--- config.mk ---
export PLATFORM = sky130hd
export DESIGN_NAME = uart_tx_arbiter
export DESIGN_NICKNAME = d
export VERILOG_FILES = /design/src/rtl/uart_tx_arbiter.sv
export SDC_FILE = /design/constraint.sdc
export NUM_CORES = 1
export LEC_CHECK = 0
export CORE_UTILIZATION = 25
export CTS_BUF_LIST = sky130_fd_sc_hd__clkbuf_8
export CTS_CLUSTER_SIZE = 25
export DETAILED_ROUTE_END_ITERATION = 10
export HOLD_SLACK_MARGIN = 0.1
export PLACE_DENSITY = 0.44
export SETUP_SLACK_MARGIN = 0.05
export SYNTH_ARGS = -nofsm -noshare
export SYNTH_HDL_FRONTEND = slang
export SYNTH_SLANG_ARGS = --single-unit
export TNS_END_PERCENT = 100
--- constraint.sdc ---
create_clock -name CLK -period 3.16 [get_ports CLK]
set_clock_uncertainty 0.15 [all_clocks]
set_input_delay 0.316 -clock CLK [delete_from_list [all_inputs] [get_ports CLK]]
set_output_delay 0.316 -clock CLK [all_outputs]
set_load 0.02 [all_outputs]
--- src/rtl/uart_tx_arbiter.sv ---
//==============================================================================
// Module      : uart_tx_arbiter
// Description : Round-robin, packet-locked sharing of one 8N1 serial TX line
//               with host flow control. Optional lock timeout is enabled by
//               defining UART_TX_ARBITER_LOCK_TIMEOUT_EN.
// Revision    : 1.0 - initial release
//==============================================================================
`default_nettype none

module uart_tx_arbiter #(
    parameter int N_REQ        = 2,
    parameter int CLK_RATE     = 24000000,
    parameter int BAUD_RATE    = 1200,
    parameter int LOCK_TIMEOUT = 256
) (
    input  logic               CLK,
    input  logic               reset,
    input  logic [N_REQ-1:0]   req_valid,
    input  logic [8*N_REQ-1:0] req_data,
    input  logic [N_REQ-1:0]   req_last,
    output logic [N_REQ-1:0]   req_ready,
    output logic [N_REQ-1:0]   grant,
    input  logic               ser_rtsn,
    output logic               ser_tx,
    output logic               busy
);

    localparam int c_DIV   = CLK_RATE / BAUD_RATE;
    localparam int c_CNT_W = (c_DIV > 1) ? $clog2(c_DIV) : 1;
    localparam int c_IDX_W = (N_REQ > 1) ? $clog2(N_REQ) : 1;
    localparam logic [c_CNT_W-1:0] c_DIV_LAST = c_CNT_W'(c_DIV - 1);

    localparam logic [1:0] c_ST_IDLE  = 2'd0;
    localparam logic [1:0] c_ST_START = 2'd1;
    localparam logic [1:0] c_ST_DATA  = 2'd2;
    localparam logic [1:0] c_ST_STOP  = 2'd3;

    generate
        if (c_DIV < 2 || N_REQ < 1 || N_REQ > 8 || LOCK_TIMEOUT < 1) begin : g_param_check
            $error("uart_tx_arbiter: illegal parameters (DIV must be >= 2, N_REQ 1..8, LOCK_TIMEOUT >= 1)");
        end
    endgenerate

    logic [1:0]         r_state;
    logic [1:0]         w_state_nxt;
    logic [c_CNT_W-1:0] r_div_cnt;
    logic [2:0]         r_bit_cnt;
    logic [7:0]         r_shift;
    logic               r_last;
    logic               r_tx;
    logic               r_locked;
    logic [c_IDX_W-1:0] r_owner;
    logic [c_IDX_W-1:0] r_rr;

    logic [c_IDX_W-1:0] w_cand;
    logic               w_cand_vld;
    logic [7:0]         w_cand_data;
    logic               w_cand_last;
    logic               w_accept;
    logic               w_div_done;
    logic               w_to_expire;
    int                 w_idx;

    // Locked: owner only. Unlocked: first valid after rr, wrapping.
    always_comb begin
        w_cand     = r_owner;
        w_cand_vld = 1'b0;
        w_idx      = 0;
        if (r_locked) begin
            w_cand_vld = req_valid[r_owner];
        end else begin
            for (int k = N_REQ; k >= 1; k--) begin
                w_idx = int'(r_rr) + k;
                if (w_idx >= N_REQ) begin
                    w_idx = w_idx - N_REQ;
                end
                if (req_valid[c_IDX_W'(w_idx)]) begin
                    w_cand     = c_IDX_W'(w_idx);
                    w_cand_vld = 1'b1;
                end
            end
        end
    end

    always_comb begin
        w_cand_data = 8'h00;
        w_cand_last = 1'b0;
        for (int i = 0; i < N_REQ; i++) begin
            if (w_cand == c_IDX_W'(i)) begin
                w_cand_data = req_data[8*i +: 8];
                w_cand_last = req_last[i];
            end
        end
    end

    assign w_accept   = (r_state == c_ST_IDLE) && w_cand_vld && !ser_rtsn && !reset;
    assign w_div_done = (r_div_cnt == c_DIV_LAST);
    assign req_ready  = w_accept ? (N_REQ'(1) << w_cand) : '0;
    assign grant      = r_locked ? (N_REQ'(1) << r_owner) : '0;
    assign busy       = (r_state != c_ST_IDLE);
    assign ser_tx     = r_tx;

`ifdef UART_TX_ARBITER_LOCK_TIMEOUT_EN
    localparam int c_TO_W = $clog2(LOCK_TIMEOUT + 1);
    logic [c_TO_W-1:0] r_to_cnt;
    logic              w_to_idle;

    assign w_to_idle   = (r_state == c_ST_IDLE) && r_locked && !req_valid[r_owner];
    assign w_to_expire = w_to_idle && (r_to_cnt == c_TO_W'(LOCK_TIMEOUT - 1));

    always_ff @(posedge CLK) begin
        if (reset || w_accept || !w_to_idle || w_to_expire) begin
            r_to_cnt <= '0;
        end else begin
            r_to_cnt <= r_to_cnt + c_TO_W'(1);
        end
    end
`else
    assign w_to_expire = 1'b0;
`endif

    always_ff @(posedge CLK) begin
        if (reset) begin
            r_state <= c_ST_IDLE;
        end else begin
            r_state <= w_state_nxt;
        end
    end

    always_comb begin
        w_state_nxt = r_state;
        case (r_state)
            c_ST_IDLE:  if (w_accept) w_state_nxt = c_ST_START;
            c_ST_START: if (w_div_done) w_state_nxt = c_ST_DATA;
            c_ST_DATA:  if (w_div_done && r_bit_cnt == 3'd7) w_state_nxt = c_ST_STOP;
            c_ST_STOP:  if (w_div_done) w_state_nxt = c_ST_IDLE;
            default:    w_state_nxt = c_ST_IDLE;
        endcase
    end

    // ser_tx is registered so the pin never glitches on state changes.
    always_ff @(posedge CLK) begin
        if (reset) begin
            r_div_cnt <= '0;
            r_bit_cnt <= 3'd0;
            r_shift   <= 8'h00;
            r_last    <= 1'b0;
            r_tx      <= 1'b1;
            r_locked  <= 1'b0;
            r_owner   <= '0;
            r_rr      <= '0;
        end else begin
            case (r_state)
                c_ST_IDLE: begin
                    r_div_cnt <= '0;
                    r_bit_cnt <= 3'd0;
                    if (w_accept) begin
                        r_shift  <= w_cand_data;
                        r_last   <= w_cand_last;
                        r_locked <= 1'b1;
                        r_owner  <= w_cand;
                        r_rr     <= w_cand;
                        r_tx     <= 1'b0;
                    end else if (w_to_expire) begin
                        r_locked <= 1'b0;
                    end
                end
                c_ST_START: begin
                    if (w_div_done) begin
                        r_div_cnt <= '0;
                        r_tx      <= r_shift[0];
                    end else begin
                        r_div_cnt <= r_div_cnt + c_CNT_W'(1);
                    end
                end
                c_ST_DATA: begin
                    if (w_div_done) begin
                        r_div_cnt <= '0;
                        r_bit_cnt <= r_bit_cnt + 3'd1;
                        r_shift   <= r_shift >> 1;
                        r_tx      <= (r_bit_cnt == 3'd7) ? 1'b1 : r_shift[1];
                    end else begin
                        r_div_cnt <= r_div_cnt + c_CNT_W'(1);
                    end
                end
                default: begin
                    if (w_div_done) begin
                        r_div_cnt <= '0;
                        if (r_last) begin
                            r_locked <= 1'b0;
                        end
                    end else begin
                        r_div_cnt <= r_div_cnt + c_CNT_W'(1);
                    end
                end
            endcase
        end
    end

endmodule

`default_nettype wire

# Yosys cells after proc, flatten, opt, wreduce, memory -nomap -nowiden
# Cells that the tools add are included.
[op_classes] addsub=6 magnitude_cmp=5 eq_ne=10 n_shift=2 muxes=39 bitwise=1 reduce_logical=20
[op_table] cell="$mux 1" count=24
[op_table] cell="$mux 8" count=3
[op_table] cell="$pmux 8 s2" count=1
[op_table] cell="$add 15x1->15 const B" count=1
[op_table] cell="$eq 15x15->1 const B" count=1
[op_table] cell="$mux 2" count=6
[op_table] cell="$reduce_and 4->1" count=3
[op_table] cell="$ne 2x2->1 const B" count=5
[op_table] cell="$pmux 2 s4" count=1
[op_table] cell="$reduce_bool 2->1" count=4
[op_table] cell="$lt 1x3->1 const B" count=2
[op_table] cell="$pmux 3 s2" count=1
[op_table] cell="$eq 2x2->1 const B" count=2
[op_table] cell="$logic_and 1x1->1" count=4
[op_table] cell="$reduce_and 2->1" count=2
[op_table] cell="$shl 1x1->2 const A" count=2
[op_table] cell="$add 1x2->3 const B" count=1
[op_table] cell="$add 3x1->3 const B" count=1
[op_table] cell="$eq 3x3->1 const B" count=1
[op_table] cell="$ge 3x2->1 const B" count=1
[op_table] cell="$mux 3" count=1
[op_table] cell="$pmux 1 s3" count=1
[op_table] cell="$reduce_and 3->1" count=1
[op_table] cell="$reduce_bool 3->1" count=1
[op_table] cell="11 further kinds" count=13
[totals] ff_bits=32 input_bits=23 output_inout_bits=6 wordCells=91

# Longest topological paths before layout
# Gate-level depths: netlist of run 1.
[depth] word_depth=15 depth_mapped=9

# Worst setup path before layout of run 1
# OpenSTA, ideal clock, no wires.
[synth_path] path_type="reg2reg" startpoint="reg r_div_cnt[13]" endpoint="reg r_state[1]" arrival_time_ns=1.982 required_time_ns=2.882 path_slack_ns=0.900 path_stages_with_launch=7 path_buffers=1 path_cell_list="dfxtp_1 > or4b_4 > or4_4 > buf_6 > a211oi_2 > mux2i_1 > nor2_1"
[synth_between] elab_chain_len=4
[synth_lines] element="start: declaration" line="46" source="logic [c_CNT_W-1:0] r_div_cnt;"
[synth_lines] element="start signal: assignment" line="173" source="r_div_cnt <= r_div_cnt + c_CNT_W'(1);"
[synth_lines] element="start signal: assignment" line="183" source="r_div_cnt <= r_div_cnt + c_CNT_W'(1);"
[synth_lines] element="start signal: assignment" line="193" source="r_div_cnt <= r_div_cnt + c_CNT_W'(1);"
[synth_lines] element="$eq 15x15->1 (*)" line="97" source="assign w_div_done = (r_div_cnt == c_DIV_LAST);"
[synth_lines] element="$logic_and 1x1->1" line="135" source="c_ST_DATA: if (w_div_done && r_bit_cnt == 3'd7) w_state_nxt = c_ST_STOP;"
[synth_lines] element="$ne 2x2->1 (no line)"
[synth_lines] element="$reduce_and 4->1 (no line) (*)"
[synth_lines] element="end signal: assignment" line="124" source="r_state <= c_ST_IDLE;"
[synth_lines] element="end signal: assignment" line="126" source="r_state <= w_state_nxt;"
[synth_lines] element="end: declaration" line="44" source="logic [1:0] r_state;"
# Mark *: on every way between the ends. The rest lies on a longest branch, timed or not.
# A chain may end at the register's enable or synchronous reset.

# Worst setup path in the final report of run 1
[layout_path] startpoint="in req_valid[0]" endpoint="out req_ready[1]"
[layout_between] elab_chain_len=9
[layout_lines] element="start: declaration" line="18" source="input logic [N_REQ-1:0] req_valid,"
[layout_lines] element="$mux 1 (implied by the code) (2 in a row)" line="77" source="if (req_valid[c_IDX_W'(w_idx)]) begin"
[layout_lines] element="$mux 1 (2 in a row)" line="77"
[layout_lines] element="$mux 1" line="69" source="if (r_locked) begin"
[layout_lines] element="$logic_and 1x1->1 (3 in a row)" line="96" source="assign w_accept = (r_state == c_ST_IDLE) && w_cand_vld && !ser_rtsn && !reset;"
[layout_lines] element="$mux 2 (*)" line="98" source="assign req_ready = w_accept ? (N_REQ'(1) << w_cand) : '0;"
[layout_lines] element="end: declaration" line="21" source="output logic [N_REQ-1:0] req_ready,"
# Mark *: on every way between the ends. The rest lies on a longest branch, timed or not. The select of a mux whose other input is x is not followed.

==> metrics.md, run 1 <==
| Metric | Value |
|---|---|
| Endpoints failing hold | 0 |
| Cell family with most CP delay | buffers and inverters |
| Initial antenna violation count | 0 |
| Clock power frac | 0.292 |
| Hold WS | 0.3129 ns |
| Reg2reg setup slack | 0.83 ns |
| Async SR Flop Fraction | 0 |
| Hold-critical path depth | 1 |
| Crit Path Max Fanout | 3 |
| Logic pwr share | 0.276 |
| CTS tree | done |
| Die area | 7089 um^2 |
| Die width | 84.20 um |
| Register Area | 640.6 um^2 |
| Final Max Slew Viols | 0 |
| Sw Pwr | 343.7 uW |
| GRT Resource Usage Total | 0.1192 |
| Cell Int Power | 745.4 uW |
| Sw Share | 0.3156 |
| Starting Density | 0.2630 |
| Netlist cell types | 42 |
| Setup violators final | 0 |
| Clock Latency Late Sink | 0.29 ns |
| Cell depth of the worst flop-to-flop path | 5 |
| Antenna Cells | 0 |
| CP dominant cell by count | clkdlybuf4s50_1 |
| Crit path time final | 2.671 ns |
| Clk pin slew, worst setup/hold paths | 0.06 ns |
| Worst R2R End | r_bit_cnt[2] |
| Leak pwr | 0.0007802 uW |
| Final nets | 257 |
| Drt first pass iters | 4 |
| Top_reg_cell synth | dfxtp_1 |
| Setup TNS | 0 ns |
| Pwr Density | 508.4 nW/um^2 |
| Max-slew headroom | 0.5518 |
| # hold bufs at CTS | 0 |
| Critical Path RT | 2.69 ns |
| CTS sink cnt | 32 |
| Dpl hpwl | 2.838 mm |
| Antenna Violating Nets Remaining | 0 |
| MaxCap Viol Count | 0 |
| Finished Layout Cells | 305 |
| # Post-CTS Setup Buffers | 0 |
| Multi-input logic area | 982.2 um^2 |
| RSZ-0062 raised after global routing | false |
| Worst-margin pin slew | 0.6723 ns |
| Outcome | finished clean |
| Post-Route WL | 3.826 mm |
| Placed inst area | 2052 um^2 |
| Layout cells sized above 1 | 0.08772 |
| H-tree Lvls | 2 |
| Die Y-Extent | 84.20 um |
| Total gr overflow | 0 |
| CP Buf/Inv Count | 2 |
| Syn_nets | 227 |
| I/O Buffers | 28 |
| Sequential area share after synthesis | 0.3793 |
| Placed cell count | 297 |
| Yosys reg bits | 32 |
| Hold/Removal Path Class | flop to flop |
| Avg WL per Cell | 12.54 um |
| Synth warn | 0 |
| Clock tree buffer depth | 2 |
| Worst-path cell chain | clkdlybuf4s50_1 > a21bo_2 > a211oi_1 > nand2_1 > nor2_1 > clkdlybuf4s50_1 |
| Syn Std Cell Area | 1689 um^2 |
| PostCTS Resize Cnt | 0 |
| Critical path's slowest cell | clkdlybuf4s50_1 |
| FP Rows | 29 |
| Reg power frac | 0.431 |
| FILL cells | 675 |
| Slowest Stage Delay on Critical Path | 0.61 ns |
| Number of synthesized flops with an enable pin | 0 |
| DR vias | 1461 |
| Core box area | 6422 um^2 |
| Kind of end point of the critical path | output port |
| GP Congestion | 0.6940 |
| Vias per cell | 4.790 |
| Total CTS buffers | 5 |
| RR Startpoint | r_div_cnt[5] |
| Crit path depth | 6 |
| Max Fclk | 0.3744 GHz |
| Setup crit end | req_ready[1] |
| Final Cell Area | 2142 um^2 |
| Vias in the first global route | 1427 |
| Root buffer cell | clkbuf_8 |
| Kind of critical path | input pin to output port |
| DRC | 0 |
| Iteration-0 DRC count of the detailed router | 72 |
| Peak VDD IR | 0.1393 mV |
| I/O Pins | 29 |
| Mapped Cells | 197 |
| Startpoint types | input pin |
| Area Growth Syn to Fin | 26.81% |
| Largest net degree at the start of global routing | 21 |
| First-pass GRT wire length | 6.686 mm |
| CP Data Arrival Time | 2.21 ns |
| Fin crit share | 0.8453 |
| Worst setup path startpoint | req_valid[0] |
| Mean cell area of the mapped netlist | 8.574 um^2 |
==> cells by family after synthesis <==
family	synth area share
buf+inv	0.03926
fa+ha+maj	0.05185
mux	0.01778
flops	0.3793
simple gates	0.2593
compound gates	0.1852
xor+xnor	0.06741
==> power by group through the flow <==
stage	Sequential (uW)	Clock, uW	Combinational, uW
floorplan	476	0	206
global placement	480	0	307
detailed placement	479	0	305
CTS	471	332	307
global route	476	349	338
finish	470	318	301
==> through the flow <==
stage	power [uW]	setup WS (ns)	util
global placement	786.8	0.4736	0.3195
finish	1089	0.4890	0.3335
global route	1164	0.3241	0.3335
detailed placement	784.9	0.4852	0.3195
CTS	1110	0.4857	0.3335
floorplan	682.3	0.8996	-
==> synthesized netlist by cell type (2+ instances only) <==
cell | instances | area (um^2)
o41ai_1 | 7 | 61.31
or3_1 | 3 | 18.77
and3_1 | 5 | 31.28
o21ai_0 | 7 | 35.03
clkbuf_1 | 6 | 22.52
a211oi_2 | 2 | 25.02
buf_2 | 2 | 10.01
mux2i_1 | 3 | 30.03
nor3_1 | 3 | 15.01
dfxtp_1 | 32 | 640.6
a21oi_1 | 5 | 25.02
nor2b_1 | 9 | 56.30
inv_1 | 5 | 18.77
nand4_1 | 3 | 18.77
xor2_1 | 7 | 61.31
nand2_1 | 11 | 41.29
nor2_1 | 30 | 112.6
a211oi_1 | 9 | 67.56
ha_1 | 7 | 87.58
xnor2_1 | 6 | 52.55
nand3_1 | 14 | 70.07
==> flip-flops by register name, indices dropped and copies added (netlist names) <==
name,flops
r_last,1
r_rr,1
ser_tx,1
r_locked,1
r_bit_cnt,3
r_div_cnt,15
r_state,2
r_shift,8
==> how the worst min path moves through the flow <==
stage | from | to
after detailed placement | r_div_cnt[0] | r_div_cnt[0]
after global routing | r_shift[5] | r_shift[5]
after floorplan | r_div_cnt[0] | r_div_cnt[0]
final | r_div_cnt[0] | r_div_cnt[0]
after CTS | r_div_cnt[0] | r_div_cnt[0]
after global placement | r_div_cnt[0] | r_div_cnt[0]
==> placed cells by master (no fill, tap or decap), types with 6 or more instances in the layout <==
cell type        instances
clkbuf_8                 6
o41ai_1                  7
xnor2_1                  6
clkdlybuf4s50_1         28
nor2b_1                  9
o21ai_0                  7
nand3_1                 14
ha_1                     7
a211oi_1                 9
nor2_1                  30
nand2_1                 11
inv_1                    7
dfxtp_1                 32
xor2_1                   7
==> area by class of cell <==
class / instances / area share
clock buffer: 6 / 0.03855
clock inverter: 2 / 0.003505
inverter: 6 / 0.01051
multi-input combinational: 150 / 0.4585
sequential: 32 / 0.2991
tap: 77 / 0.04498
timing repair buffer: 32 / 0.1449
==> layer usage <==
layer  track usage  part of all wire  vias up
met5             0                 0        -
met4       0.05643             0.021        0
met3       0.02950             0.033        8
li1              -                 -      771
met2        0.1885              0.44       26
met1        0.1527              0.51      656
Power figures use the tool's default switching activity.
==> run 2, diff against run 1 <==
--- a/config.mk
+++ b/config.mk
@@ -10,7 +10,7 @@
 export CTS_CLUSTER_SIZE = 25
 export DETAILED_ROUTE_END_ITERATION = 10
 export HOLD_SLACK_MARGIN = 0.1
-export PLACE_DENSITY = 0.44
+export PLACE_DENSITY = 0.45
 export SETUP_SLACK_MARGIN = 0.05
 export SYNTH_ARGS = -nofsm -noshare
 export SYNTH_HDL_FRONTEND = slang
==> constraint.sdc (replaced) <==
create_clock -name CLK -period 2.2 [get_ports CLK]
set_clock_uncertainty 0.15 [all_clocks]
set_input_delay 0.22 -clock CLK [delete_from_list [all_inputs] [get_ports CLK]]
set_output_delay 0.22 -clock CLK [all_outputs]
set_load 0.02 [all_outputs]
==> run 2 against run 1 <==
Compared with the run above:
- clock power grew 33%
- sequential share of layout area shrank 3.3 points
- utilization grew 4.5 points
- largest cell class unchanged
- highest routed layer unchanged
==> metrics.md, run 2 (synthesis results as in run 1) <==
| Metric | Value |
|---|---|
| Kind of end point of the critical path | flop |
| Kind of critical path | flop to flop |
| RR Startpoint | r_div_cnt[12] |
| Critical Path RT | 2.22 ns (-0.47 ns) |
| CP Data Arrival Time | 2.21 ns (about the same) |
| Clk pin slew, worst setup/hold paths | 0.07 ns (about the same) |
| Biggest regs | r_div_cnt x15, r_shift x8, r_bit_cnt x3 |
| Cell depth of the worst flop-to-flop path | 5 (unchanged) |
| Pwr Total | 1659 uW (+52%) |
| Number of flip-flops in the largest register | 15 (unchanged) |
| FILL cells | 689 (+2.1%) |
| Die width | 84.20 um (unchanged) |
| Slowest Stage Delay on Critical Path | 0.57 ns (-0.04 ns) |
| GRT Resource Usage Total | 0.1232 (+0.003986) |
| Fin crit share | 0.9955 |
| RSZ-0062 raised after global routing | true |
| Most frequent cells in the layout | nor2_1 (30), buf_4 (30), dfxtp_1 (28) |
| Total gr overflow | 0 (unchanged) |
| Final nets | 286 (+11%) |
| Area Growth Syn to Fin | 43.85% |
| Antenna Violating Nets Remaining | 0 (unchanged) |
| Worst setup path startpoint | r_div_cnt[12] |
| Final Max Slew Viols | 0 (unchanged) |
| MaxCap Viol Count | 0 (unchanged) |
| Reg2reg setup slack | 0.01 ns (-0.82 ns) |
| Total CTS buffers | 5 (unchanged) |
| DR vias | 1553 (+6.3%) |
| Max-slew headroom | 0.7391 (+0.1873) |
| Placed inst area | 2280 um^2 (+11%) |
| Crit path time final | 2.190 ns |
| CTS tree | done |
| Crit Path Max Fanout | 5 (+2) |
| Critical path's slowest cell | or4b_4 |
| Max Fclk | 0.4566 GHz |
| CTS sink cnt | 32 (unchanged) |
| Final worst slack | 0.009821 ns (-0.4791 ns) |
| Drt first pass iters | 4 (unchanged) |
| Outcome | finished clean |
| Starting Density | 0.2630 (unchanged) |
| First-pass GRT wire length | 7.031 mm (+5.2%) |
| Clock Latency Late Sink | 0.28 ns (about the same) |
| GP Congestion | 0.7324 (+5.5%) |
| I/O Buffers | 28 (unchanged) |
| Peak VDD IR | 0.2713 mV (+95%) |
| Worst-path cell chain | or4b_4 > or4_4 > a211oi_4 > mux2i_1 > nor2_1 |
| Leak pwr | 0.0009530 uW (+22%) |
| Endpoints failing hold | 0 (unchanged) |
| DRC | 0 (unchanged) |
| H-tree Lvls | 2 (unchanged) |
| Worst slack, placed | -0.2425 ns (-0.7278 ns) |
| Cell family with most CP delay | simple AND/OR/NAND/NOR gates |
| CP Buf/Inv Count | 0 (-2) |
| Setup violators final | 0 (unchanged) |
| Register Area | 645.6 um^2 (+0.78%) |
| Antenna Cells | 0 (unchanged) |
| # hold bufs at CTS | 0 (unchanged) |
| Largest net degree at the start of global routing | 20 (-4.8%) |
| Die area | 7089 um^2 (unchanged) |
| Vias per cell | 4.664 (-2.6%) |
| Iteration-0 DRC count of the detailed router | 35 (-51%) |
| Dpl hpwl | 2.959 mm (+4.3%) |
| Multi-input logic area | 1047 um^2 (+6.6%) |
| Worst R2R End | r_state[1] |
| FP Rows | 29 (unchanged) |
| Core box area | 6422 um^2 (unchanged) |
| Initial antenna violation count | 0 (unchanged) |
| Clock tree buffer depth | 2 (unchanged) |
| Die Y-Extent | 84.20 um (unchanged) |
| Worst-margin pin slew | 0.3873 ns (-0.2850 ns) |
| Root buffer cell | clkbuf_8 |
| I/O Pins | 29 (unchanged) |
| Setup TNS | 0 ns (unchanged) |
| Final Cell Area | 2430 um^2 (+13%) |
| Pwr Density | 682.6 nW/um^2 (+34%) |
| Post-Route WL | 3.950 mm (+3.2%) |
| Setup crit end | r_state[1] |
| Startpoint types | flop |
| Avg WL per Cell | 11.86 um (-5.4%) |
| Biggest register | r_div_cnt |
| Crit path depth | 5 (-1) |
| Layout cells sized above 1 | 0.2461 (+0.1584) |
| Vias in the first global route | 1582 (+11%) |
| Hold/Removal Path Class | flop to flop |
-- run 2: changes by cell type in the layout (fill, tap and decap cells not counted), moves of 2 or more --
cell,previous run,this run
buf_4,4,30
o41ai_1,7,4
buf_6,0,2
dlygate4sd2_1,0,2
dfxtp_2,0,4
clkdlybuf4s50_1,28,25
o41ai_2,1,3
dfxtp_1,32,28
-- run 2: worst register-to-register path, stage by stage (launching register included) --
cell and delay (ns):
dfxtp_2 0.32, or4b_4 0.57, or4_4 0.50, a211oi_4 0.29, mux2i_1 0.21, nor2_1 0.05
-- run 2: final cells by class --
type	instances	area share
multi-input cells	150	0.4310
clock inverters	2	0.003605
repair buffers	61	0.2225
well taps	77	0.03965
clock buffers	5	0.02832
inverters	6	0.009269
flip-flops and latches	32	0.2657
-- run 2: routing by layer --
metal | global-route usage | up-vias | part of all wire
met5 | 0 | - | 0
li1 | - | 830 | -
met1 | 0.1504 | 688 | 0.50
met4 | 0.03448 | 0 | 0.0096
met3 | 0.03835 | 5 | 0.043
met2 | 0.2094 | 30 | 0.45
-- run 2: worst min-delay path by stage --
stage	start	end	slack (ns)	cells past startpoint
5_1_grt	r_shift[0]	r_shift[0]	0.35	2
4_1_cts	r_shift[5]	r_shift[5]	0.32	2
3_3_place_gp	r_shift[4]	r_shift[4]	0.31	2
2_1_floorplan	r_div_cnt[0]	r_div_cnt[0]	0.28	1
6_report	r_shift[2]	r_shift[2]	0.32	2
3_5_place_dp	r_shift[3]	r_shift[3]	0.31	2
-- run 2: stage by stage --
stage	utilization	std cells	hold slack [ns]
floorplan	-	197	0.2758
global placement	0.3550	324	0.3056
detailed placement	0.3550	324	0.3104
CTS	0.3723	332	0.3229
global route	0.3783	333	0.3476
finish	0.3783	333	0.3246
-- run 2: timing repair --
item	4_1_cts	5_1_grt
resized for setup	8	11
buffers inserted	1	1
pin swaps	2	3
endpoints found under the setup margin	13	26
-- run 2: power breakdown --
part	internal [uW]	switching (uW)	leakage, uW
clock network	210	212	0.0000452
logic	280	286	0.000646
registers	637	34.0	0.000261
